## config.mk

```make
export PLATFORM = sky130hd
export DESIGN_NAME = octant_bbox_calc_flat
export DESIGN_NICKNAME = d
export VERILOG_FILES = /design/src/rtl/octant_bbox_calc_if.sv /design/src/rtl/octant_bbox_calc.sv /design/src/flat_wrapper.sv
export SDC_FILE = /design/constraint.sdc
export NUM_CORES = 1
export LEC_CHECK = 0
export BUFFER_PORTS_ARGS = -buffer_cell sky130_fd_sc_hd__buf_4
export CELL_PAD_IN_SITES_DETAIL_PLACEMENT = 0
export CELL_PAD_IN_SITES_GLOBAL_PLACEMENT = 1
export CORE_UTILIZATION = 40
export DETAILED_ROUTE_END_ITERATION = 8
export GPL_TIMING_DRIVEN = 0
export PLACE_DENSITY_LB_ADDON = 0.12
export SETUP_SLACK_MARGIN = 0.15
export SYNTH_ARGS = -nofsm -noshare
export SYNTH_HDL_FRONTEND = slang
export SYNTH_SLANG_ARGS = --single-unit
```

## constraint.sdc

```tcl
create_clock -name i_clk -period 2.8 [get_ports i_clk]
set_input_delay 0.7 -clock i_clk [delete_from_list [all_inputs] [get_ports i_clk]]
set_output_delay 0.7 -clock i_clk [all_outputs]
set_load 0.05 [all_outputs]
```

## src/rtl/octant_bbox_calc_if.sv

```systemverilog
// octant_bbox_calc_if
//   Bundles the control, BRAM read and result signals of octant_bbox_calc.
//   slave  : the bounding-box block itself (consumes i_*, drives o_*)
//   master : whatever drives it (controller or testbench)
//   Signals:
//     i_en, i_start, i_point_cloud_size  - scan control
//     o_rd_en, o_rd_addr, i_rd_data      - BRAM read port (data 1 cycle after o_rd_en)
//     o_near_bottom_left, o_far_top_right, o_mid_point - packed x,y,z,pad results
//     o_busy, o_done                     - status
interface octant_bbox_calc_if #(
  parameter int unsigned COORD_W = 16,
  parameter int unsigned ADDR_W  = 16
);
  logic                   i_en;
  logic                   i_start;
  logic [ADDR_W-1:0]      i_point_cloud_size;
  logic                   o_rd_en;
  logic [ADDR_W-1:0]      o_rd_addr;
  logic [4*COORD_W-1:0]   i_rd_data;
  logic [4*COORD_W-1:0]   o_near_bottom_left;
  logic [4*COORD_W-1:0]   o_far_top_right;
  logic [4*COORD_W-1:0]   o_mid_point;
  logic                   o_busy;
  logic                   o_done;

  modport slave (
    input  i_en, i_start, i_point_cloud_size, i_rd_data,
    output o_rd_en, o_rd_addr, o_near_bottom_left, o_far_top_right,
           o_mid_point, o_busy, o_done
  );

  modport master (
    output i_en, i_start, i_point_cloud_size, i_rd_data,
    input  o_rd_en, o_rd_addr, o_near_bottom_left, o_far_top_right,
           o_mid_point, o_busy, o_done
  );
endinterface

```

## src/rtl/octant_bbox_calc.sv

```systemverilog
// octant_bbox_calc
//   Scans N packed points from BRAM (one read per enabled cycle), tracks the
//   signed per-axis min/max and derives the floor midpoint. Results are
//   registered on entry to DONE and o_done pulses one cycle later.
//   Ports:
//     i_clk   - clock
//     i_rst_n - asynchronous active-low reset
//     bus     - octant_bbox_calc_if.slave (control, BRAM read port, results)
module octant_bbox_calc #(
  parameter int unsigned COORD_W = 16,
  parameter int unsigned ADDR_W  = 16
) (
  input  logic                 i_clk,
  input  logic                 i_rst_n,
  octant_bbox_calc_if.slave    bus
);

  typedef enum logic [2:0] {
    IDLE,
    SCAN,
    DRAIN,
    MID,
    DONE
  } state_t;

  state_t                      state;
  logic [ADDR_W-1:0]           n_pts;
  logic [ADDR_W-1:0]           cnt;
  logic                        rd_pend;
  logic                        have_pt;

  // Index 0 = x, 1 = y, 2 = z
  logic signed [COORD_W-1:0]   pt [3];
  logic signed [COORD_W-1:0]   mn [3];
  logic signed [COORD_W-1:0]   mx [3];
  logic        [COORD_W-1:0]   md [3];

  assign pt[0] = bus.i_rd_data[4*COORD_W-1 -: COORD_W];
  assign pt[1] = bus.i_rd_data[3*COORD_W-1 -: COORD_W];
  assign pt[2] = bus.i_rd_data[2*COORD_W-1 -: COORD_W];

  // Sum in COORD_W+1 bits; dropping bit 0 is the arithmetic shift, so the
  // result is floor((a+b)/2) and always fits back in COORD_W.
  function automatic logic [COORD_W-1:0] mid_of(input logic [COORD_W-1:0] a,
                                                input logic [COORD_W-1:0] b);
    logic [COORD_W:0] s;
    s = {a[COORD_W-1], a} + {b[COORD_W-1], b};
    return s[COORD_W:1];
  endfunction

  always_comb begin
    md[0] = mid_of(mn[0], mx[0]);
    md[1] = mid_of(mn[1], mx[1]);
    md[2] = mid_of(mn[2], mx[2]);
  end

  always_ff @(posedge i_clk or negedge i_rst_n) begin
    if (!i_rst_n) begin
      state                  <= IDLE;
      n_pts                  <= '0;
      cnt                    <= '0;
      rd_pend                <= 1'b0;
      have_pt                <= 1'b0;
      bus.o_rd_en            <= 1'b0;
      bus.o_rd_addr          <= '0;
      bus.o_busy             <= 1'b0;
      bus.o_done             <= 1'b0;
      bus.o_near_bottom_left <= '0;
      bus.o_far_top_right    <= '0;
      bus.o_mid_point        <= '0;
      for (int unsigned a = 0; a < 3; a++) begin
        mn[a] <= '0;
        mx[a] <= '0;
      end
    end else begin
      rd_pend    <= bus.o_rd_en;
      bus.o_done <= 1'b0;

      // Read data is absorbed independently of i_en so an in-flight read
      // issued just before a pause is never dropped.
      if (rd_pend) begin
        have_pt <= 1'b1;
        for (int unsigned a = 0; a < 3; a++) begin
          if (!have_pt || (pt[a] < mn[a])) mn[a] <= pt[a];
          if (!have_pt || (pt[a] > mx[a])) mx[a] <= pt[a];
        end
      end

      case (state)
        IDLE: begin
          bus.o_rd_en <= 1'b0;
          if (bus.i_en && bus.i_start) begin
            n_pts      <= bus.i_point_cloud_size;
            cnt        <= '0;
            have_pt    <= 1'b0;
            bus.o_busy <= 1'b1;
            if (bus.i_point_cloud_size == '0) begin
              bus.o_near_bottom_left <= '0;
              bus.o_far_top_right    <= '0;
              bus.o_mid_point        <= '0;
              state                  <= DONE;
            end else begin
              state <= SCAN;
            end
          end
        end

        SCAN: begin
          if (bus.i_en) begin
            bus.o_rd_en   <= 1'b1;
            bus.o_rd_addr <= cnt;
            cnt           <= cnt + 1'b1;
            if (cnt == n_pts - 1'b1) state <= DRAIN;
          end else begin
            bus.o_rd_en <= 1'b0;
          end
        end

        DRAIN: begin
          bus.o_rd_en <= 1'b0;
          // Final read is pending once the strobe has dropped and rd_pend is high
          if (rd_pend && !bus.o_rd_en) state <= MID;
        end

        MID: begin
          bus.o_near_bottom_left <= {mn[0], mn[1], mn[2], {COORD_W{1'b0}}};
          bus.o_far_top_right    <= {mx[0], mx[1], mx[2], {COORD_W{1'b0}}};
          bus.o_mid_point        <= {md[0], md[1], md[2], {COORD_W{1'b0}}};
          state                  <= DONE;
        end

        DONE: begin
          bus.o_done <= 1'b1;
          bus.o_busy <= 1'b0;
          state      <= IDLE;
        end

        default: state <= IDLE;
      endcase
    end
  end

endmodule
```

## src/flat_wrapper.sv

```systemverilog
// flat-port wrapper written by rule: the top's interface ports become plain ports
module octant_bbox_calc_flat 
#(
  parameter int unsigned COORD_W = 16,
  parameter int unsigned ADDR_W  = 16
)
  (i_clk, i_rst_n, bus_i_en, bus_i_start, bus_i_point_cloud_size, bus_i_rd_data, bus_o_rd_en, bus_o_rd_addr, bus_o_near_bottom_left, bus_o_far_top_right, bus_o_mid_point, bus_o_busy, bus_o_done);
  octant_bbox_calc_if #(.COORD_W(COORD_W), .ADDR_W(ADDR_W)) bus_i ();
  input  logic i_clk;
  input  logic i_rst_n;
  input wire logic [$bits(bus_i.i_en)-1:0] bus_i_en;
  input wire logic [$bits(bus_i.i_start)-1:0] bus_i_start;
  input wire logic [$bits(bus_i.i_point_cloud_size)-1:0] bus_i_point_cloud_size;
  input wire logic [$bits(bus_i.i_rd_data)-1:0] bus_i_rd_data;
  output wire logic [$bits(bus_i.o_rd_en)-1:0] bus_o_rd_en;
  output wire logic [$bits(bus_i.o_rd_addr)-1:0] bus_o_rd_addr;
  output wire logic [$bits(bus_i.o_near_bottom_left)-1:0] bus_o_near_bottom_left;
  output wire logic [$bits(bus_i.o_far_top_right)-1:0] bus_o_far_top_right;
  output wire logic [$bits(bus_i.o_mid_point)-1:0] bus_o_mid_point;
  output wire logic [$bits(bus_i.o_busy)-1:0] bus_o_busy;
  output wire logic [$bits(bus_i.o_done)-1:0] bus_o_done;
  assign bus_i.i_en = bus_i_en;
  assign bus_i.i_start = bus_i_start;
  assign bus_i.i_point_cloud_size = bus_i_point_cloud_size;
  assign bus_i.i_rd_data = bus_i_rd_data;
  assign bus_o_rd_en = bus_i.o_rd_en;
  assign bus_o_rd_addr = bus_i.o_rd_addr;
  assign bus_o_near_bottom_left = bus_i.o_near_bottom_left;
  assign bus_o_far_top_right = bus_i.o_far_top_right;
  assign bus_o_mid_point = bus_i.o_mid_point;
  assign bus_o_busy = bus_i.o_busy;
  assign bus_o_done = bus_i.o_done;
  octant_bbox_calc #(.COORD_W(COORD_W), .ADDR_W(ADDR_W)) u_core (.i_clk(i_clk), .i_rst_n(i_rst_n), .bus(bus_i));
endmodule
```

==> summary.md, run 1 <==
| Metric | Value |
|---|---|
| H-Tree Depth | 2 |
| Total GRT Usage | 22.50% |
| HP Class | in -> async |
| First-pass GRT wire length | 71660 µm |
| Top post-synthesis cells by area | dfrtp_1 46%, ha_1 11%, mux2_2 8.9% |
| Worst vdd ir | 0.4306 mV |
| Area share of the largest cell type after synthesis | 45.93% |
| Die width | 202.8 µm |
| Clk_lat worst skew | 550 ps |
| Placer congestion estimate | 0.8113 |
| Area grow syn2layout | 31.90% |
| Io pins | 295 |
| P per Cell Area | 1119 nW/µm² |
| CP top delay family | simple AND/OR/NAND/NOR gates |
| Clk slew on worst S/H paths | 60 ps |
| Die area | 41120 µm² |
| Fillcell total | 3661 |
| Detailed Place HPWL | 34260 µm |
| Grt ovf | 0 |
| LEAKAGE | 10.43 nW |
| CP Cell Sequence | inv_2 > ha_4 > or4b_4 > nor4_4 > xnor2_1 > mux2i_2 > o21ai_2 > o2111ai_2 > or3b_1 > a21oi_1 |
| Crit path launch type | flip-flop |
| Worst path required time | 3270 ps |
| CP Capture Type | flip-flop |
| Post-Place Cells | 2364 |
| Site Rows | 73 |
| F_max | 0.3679 GHz |
| Final wirelength | 46120 µm |
| Share of flip-flops with an asynchronous set or reset | 100.0% |
| Final hold vios | 0 |
| Synth top cells by count | 296 x dfrtp_1, 173 x o21ai_0, 163 x nand2_1 |
| Post-Syn Area per Cell | 10.34 µm² |
| Core footprint | 39730 µm² |
| Syn Std Cell Area | 16130 µm² |
| Critical path type | reg -> reg |
| Area occupied by multi-input gates | 8747 µm² |
| Final setup margin | 81.74 ps |
| Diodes inserted | 0 |
| RSZ-0062 raised after global routing | yes |
| Worst-case clock buffer depth | 3 |
| Min Tclk post-route | 2718 ps |
| Setup violators final | 0 |
| Synth cell types | 71 |
| Clock skew | 13.07 ps |
| Slowest stage cell, crit path | or4b_4 |
| Layout Nets | 2152 |
| Initial Utilization | 40.59% |
| Post-synth EDFFs | 0 |
| Slew Viols, Final | 0 |
| Slew @ Worst Pin | 911.8 ps |
| Outcome | finished, final reports clean |
| Synth Warn # | 0 |
| # DRC | 0 |
| DR vias/cell | 5.104 |
| Most common cell in the netlist | dfrtp_1 |
| Syn Inst Count | 1560 |
| CTS Buf Count | 36 |
| Synth area leader | dfrtp_1 |
| IO Port Bufs | 230 |
| Crit path largest cell delay | 520 ps |
| Vias | 12640 |
| Flip-flop and latch area | 7408 µm² |
| WP buf/inv | 1 |
| Worst path arrival time | 3190 ps |
| Final worst path period share | 97.08% |
| Pwr Total | 23.81 mW |
| Initial antenna violation count | 0 |
| Avg WL per Cell | 18.62 µm |
| Vias in the first global route | 12600 |
| Seq cells post-synth | 296 |
| CTS tree | done |
| Clock sinks | 296 |
| Die height | 202.8 µm |
| DRT Pass-1 Iters | 4 |
| CP max FO | 3 |
| Max-Cap Viols | 0 |
| Prevailing post-synth register cell | dfrtp_1 |
| CTS root buf | clkbuf_16 |
| Sequential-to-total area share from yosys stat | 45.93% |
| Ratio of cells with drive above 1 in the final layout | 33.04% |
| Worst relative slew slack | 38.99% |
| Final cell count without fillers | 2477 |
| DR iter-0 viols | 542 |
| DRT antenna net count | 0 |
| Dpl ws | -1102 ps |
| Largest net degree at the start of global routing | 119 |
| Min Hold Slack | 244.9 ps |
[cells by family after synthesis]
logic type / synth area share [%]
compound gates: 13.89
xor+xnor: 3.476
fa+ha+maj: 11.23
buf+inv: 6.036
flops: 45.93
mux: 9.054
other cells: 0.02325
simple gates: 10.36
[power by group]
part	total, mW	switching [mW]	leakage (nW)	internal (mW)
logic	12.6	6.78	6.67	5.86
registers	6.56	1.15	3.18	5.41
clock network	4.62	1.86	0.573	2.75
[flip-flops by register name, indices dropped and copies added, names as in the netlist, 3 cells and up]
register and flops:
u_core.state 3, u_core.n_pts 16, u_core.bus.o_mid_point 48, u_core.bus.o_rd_addr 16, u_core.mx 48, u_core.bus.o_near_bottom_left 48, u_core.cnt 16, u_core.mn 48
u_core.bus.o_far_top_right 48
[per-layer routing]
metal	global-route usage (%)	wire, µm	part of all wire [%]
met2	35.54	21200	46
met3	4.462	2109	4.6
met5	0	0	0
met4	5.075	809	1.8
met1	31.77	22000	48
[stage by stage]
step	area [µm²]	utilization, %	TNS (ps)
after floorplan	16830	-	0
after global placement	19210	48.35	-652720
after detailed placement	19270	48.51	-151940
after CTS	20830	52.44	0
after global routing	21270	53.53	-60.75
final	21270	53.53	0
[cell type report]
cell class / count / area share [%]
inverters: 112 / 1.976
clock inverters: 8 / 0.2765
clock buffers: 57 / 5.271
well taps: 525 / 3.088
flip-flops and latches: 296 / 34.83
multi-input cells: 1101 / 41.12
plain buffers: 97 / 3.059
repair buffers: 281 / 10.38
[worst paths after layout]
path	startpoint	to	slack (ps)	cells past startpoint
max	u_core.n_pts[0]$_DFFE_PN0P_	u_core.state[1]$_DFFE_PN0P_	80	10
min	i_rst_n	u_core.bus.o_far_top_right[45]$_DFFE_PN0P_	240	1
max reg2reg	u_core.n_pts[0]$_DFFE_PN0P_	u_core.state[1]$_DFFE_PN0P_	80	10
min reg2reg	u_core.bus.o_rd_en$_DFFE_PN0P_	u_core.rd_pend$_DFF_PN0_	470	0
max in group asynchronous	i_rst_n	u_core.bus.o_near_bottom_left[29]$_DFFE_PN0P_	1410	2
min in group i_clk	bus_i_point_cloud_size[14]	u_core.n_pts[14]$_DFFE_PN0P_	400	2
[repair_timing]
action                                  4_1_cts  5_1_grt
gates cloned                                  3        1
hold buffers                                  0        0
gates resized for setup                      63       69
pin swaps                                    20       30
endpoints found under the setup margin      242      256
buffers inserted                             18       27
[placed cells by master, fill, tap and decap left out, drive strengths merged, types with 6 or more instances in the layout]
cell	instances
buf	338
a211oi	7
o21ai	176
a21oi	61
a2111oi	7
nand2	163
clkbuf	97
nand2b	11
inv	114
xnor2	27
nor2b	11
and3	11
conb	48
o21bai	9
nor3	11
nor2	57
mux2	127
o21a	8
a21o	37
a22o	16
nand4	26
dfrtp	296
nand3	16
a31oi	6
ha	140
nor4	8
xor2	37
(Power assumes the default switching activity.)
==> inputs of run 2 (changes only) <==
CORE_ASPECT_RATIO = 0.6   (was default)
PLACE_DENSITY = 0.89   (was default)
PLACE_DENSITY_LB_ADDON = default   (was 0.12)
==> run 2 against run 1 <==
The run now ends with design-rule violations, negative setup slack left. Sequential power is essentially flat. Core utilization grew 0.94 points. Maximum frequency shrank 10%. Sequential share of layout area shrank 0.28 points. Final cell count grew 0.36%. Clock power shrank 11%. Critical path depth grew 2. Routed wire length grew 9.0%. Via count grew 4.8%. Die area is essentially flat. Global-route usage grew 1.5 points. Critical path type unchanged. Largest cell class unchanged. Largest power group unchanged.
==> summary.md, run 2 (synthesis gave the netlist of run 1 again) <==
| Metric | Value |
|---|---|
| HP Class | in -> async |
| Min Tclk post-route | 3023 ps |
| Gate power share | 56.2% |
| LEAKAGE | 10.55 nW |
| CP max FO | 5 |
| Largest net degree at the start of global routing | 107 |
| Reg-to-Reg End | u_core.mx[41]$_DFFE_PN0P_ |
| Post-CTS Hold Buffers | 0 |
| Critical path type | reg -> reg |
| Final wirelength | 50250 µm |
| CP Capture Type | flip-flop |
| Avg WL per Cell | 20.21 µm |
| DR iter-0 viols | 1057 |
| Worst-case clock buffer depth | 3 |
| Switching share of total power | 42.45% |
| Worst path required time | 3260 ps |
| Worst relative slew slack | 45.39% |
| Max-Cap Viols | 0 |
| Site Rows | 56 |
| DRT Pass-1 Iters | 9 |
| First-pass GRT wire length | 75330 µm |
| Failing checks | design-rule violations, negative setup slack |
| Most common cell after layout, fill and taps aside | buf_4 |
| Placer congestion estimate | 0.9204 |
| Clk slew on worst S/H paths | 70 ps |
| Clock sinks | 296 |
| Die height | 157.5 µm |
| # DRC | 6 |
| Io pins | 295 |
| Area grow syn2layout | 33.00% |
| Grt ovf | 0 |
| Fillcell total | 3415 |
| CTS root buf | clkbuf_16 |
| Total negative slack | -3389 ps |
| Area occupied by multi-input gates | 8910 µm² |
| R2R Path Start | u_core.mx[45]$_DFFE_PN0P_ |
| Worst vdd ir | 0.5117 mV |
| Worst path arrival time | 3480 ps |
| Detailed Place HPWL | 37250 µm |
| Final hold vios | 0 |
| Clock skew | 15.40 ps |
| F_max | 0.3308 GHz |
| Finished Cell Area | 21450 µm² |
| Die area | 41150 µm² |
| Post-Place Cells | 2361 |
| Flip-flop and latch area | 7411 µm² |
| Layout Nets | 2168 |
| Slew @ Worst Pin | 819.1 ps |
| Reg-to-reg slack, setup | -220 ps |
| Sequential Power Share | 26.9% |
| Dpl ws | -1143 ps |
| Clock network power share | 16.9% |
| P_sw | 10.37 mW |
| Internal power | 14.05 mW |
| Total GRT Usage | 23.96% |
| R2R depth | 12 |
| Ratio of cells with drive above 1 in the final layout | 34.03% |
| RSZ-0062 raised after global routing | yes |
| Min Hold Slack | 174.7 ps |
| CP Cell Sequence | inv_2 > ha_4 > and3_4 > nand4_1 > nor2_1 > a211o_4 > a2111oi_4 > nor2_2 > o31ai_4 > buf_4 > buf_8 > mux2_4 |
| Die width | 261.2 µm |
| Most frequent cells in the layout | 336 x buf_4, 293 x dfrtp_1, 162 x nand2_1 |
| CTS Buf Count | 30 |
| Outcome | finished, violations left |
| Final core utilization | 54.47% |
| H-Tree Depth | 1 |
| Final cell count without fillers | 2486 |
| Initial Utilization | 40.95% |
| Core footprint | 39380 µm² |
| DRT antenna net count | 0 |
| Slowest stage cell, crit path | a2111oi_4 |
| Vias in the first global route | 12920 |
| Crit path launch type | flip-flop |
| P per Cell Area | 1139 nW/µm² |
| CTS tree | done |
| Crit path largest cell delay | 440 ps |
| Setup violators final | 16 |
| Pwr Total | 24.42 mW |
| DR vias/cell | 5.328 |
| Clk_lat worst skew | 580 ps |
| Initial antenna violation count | 2 |
| Final worst path period share | 107.9% |
| Vias | 13250 |
| Final setup margin | -222.6 ps |
| Slew Viols, Final | 0 |
| Area of placed instances | 19270 µm² |
| IO Port Bufs | 230 |
run 2: final cells by class:
type | count | area share, %
Inverter | 112 | 1.960
Clock buffer | 43 | 4.107
Multi-Input combinational cell | 1101 | 41.54
Sequential cell | 296 | 34.55
Buffer | 98 | 3.103
Tap cell | 522 | 3.045
Clock inverter | 11 | 0.5017
Timing Repair Buffer | 302 | 11.18
Antenna cell | 1 | 0.01167
run 2: repair_timing:
action,CTS,global route
gates cloned,4,1
pin swaps,19,41
setup buffers,38,27
setup endpoints to repair,244,175
resized for setup,82,102
run 2: worst max-delay path by stage:
stage	from	end	slack, ps
2_1_floorplan	bus_i_rd_data[57]	u_core.mx[32]$_DFFE_PN0P_	20
3_3_place_gp	i_rst_n	u_core.bus.o_rd_addr[15]$_DFFE_PN0P_	-1660
3_5_place_dp	bus_i_point_cloud_size[5]	u_core.bus.o_mid_point[47]$_DFFE_PN0P_	-1140
4_1_cts	u_core.mx[42]$_DFFE_PN0P_	u_core.mx[44]$_DFFE_PN0P_	-70
5_1_grt	u_core.mx[35]$_DFFE_PN0P_	u_core.mx[40]$_DFFE_PN0P_	-310
6_report	u_core.mx[45]$_DFFE_PN0P_	u_core.mx[41]$_DFFE_PN0P_	-220
run 2: per-layer routing:
metal,part of all wire (%),global-route usage (%),up-vias
met5,0.034,0,-
met4,3.1,7.447,2
met3,6.3,4.444,87
met2,43,34.96,411
met1,48,35.58,6581
li1,-,-,6165
run 2: worst max-delay path: cells and delay by family (launching register included):
| kind | cells | cell delay, ps |
|---|---|---|
| mux | 1 | 300 |
| buf+inv | 3 | 400 |
| simple gates | 4 | 560 |
| flops | 1 | 410 |
| compound gates | 3 | 1030 |
| fa+ha+maj | 1 | 200 |
run 2: power by group through the flow:
stage	logic, mW	registers (mW)	clock network [mW]
2_1_floorplan	7.83	7.00	0
3_3_place_gp	11.1	6.55	0
3_5_place_dp	11.4	6.61	0
4_1_cts	12.4	6.53	4.18
5_1_grt	14.8	6.69	4.36
6_report	13.7	6.58	4.12
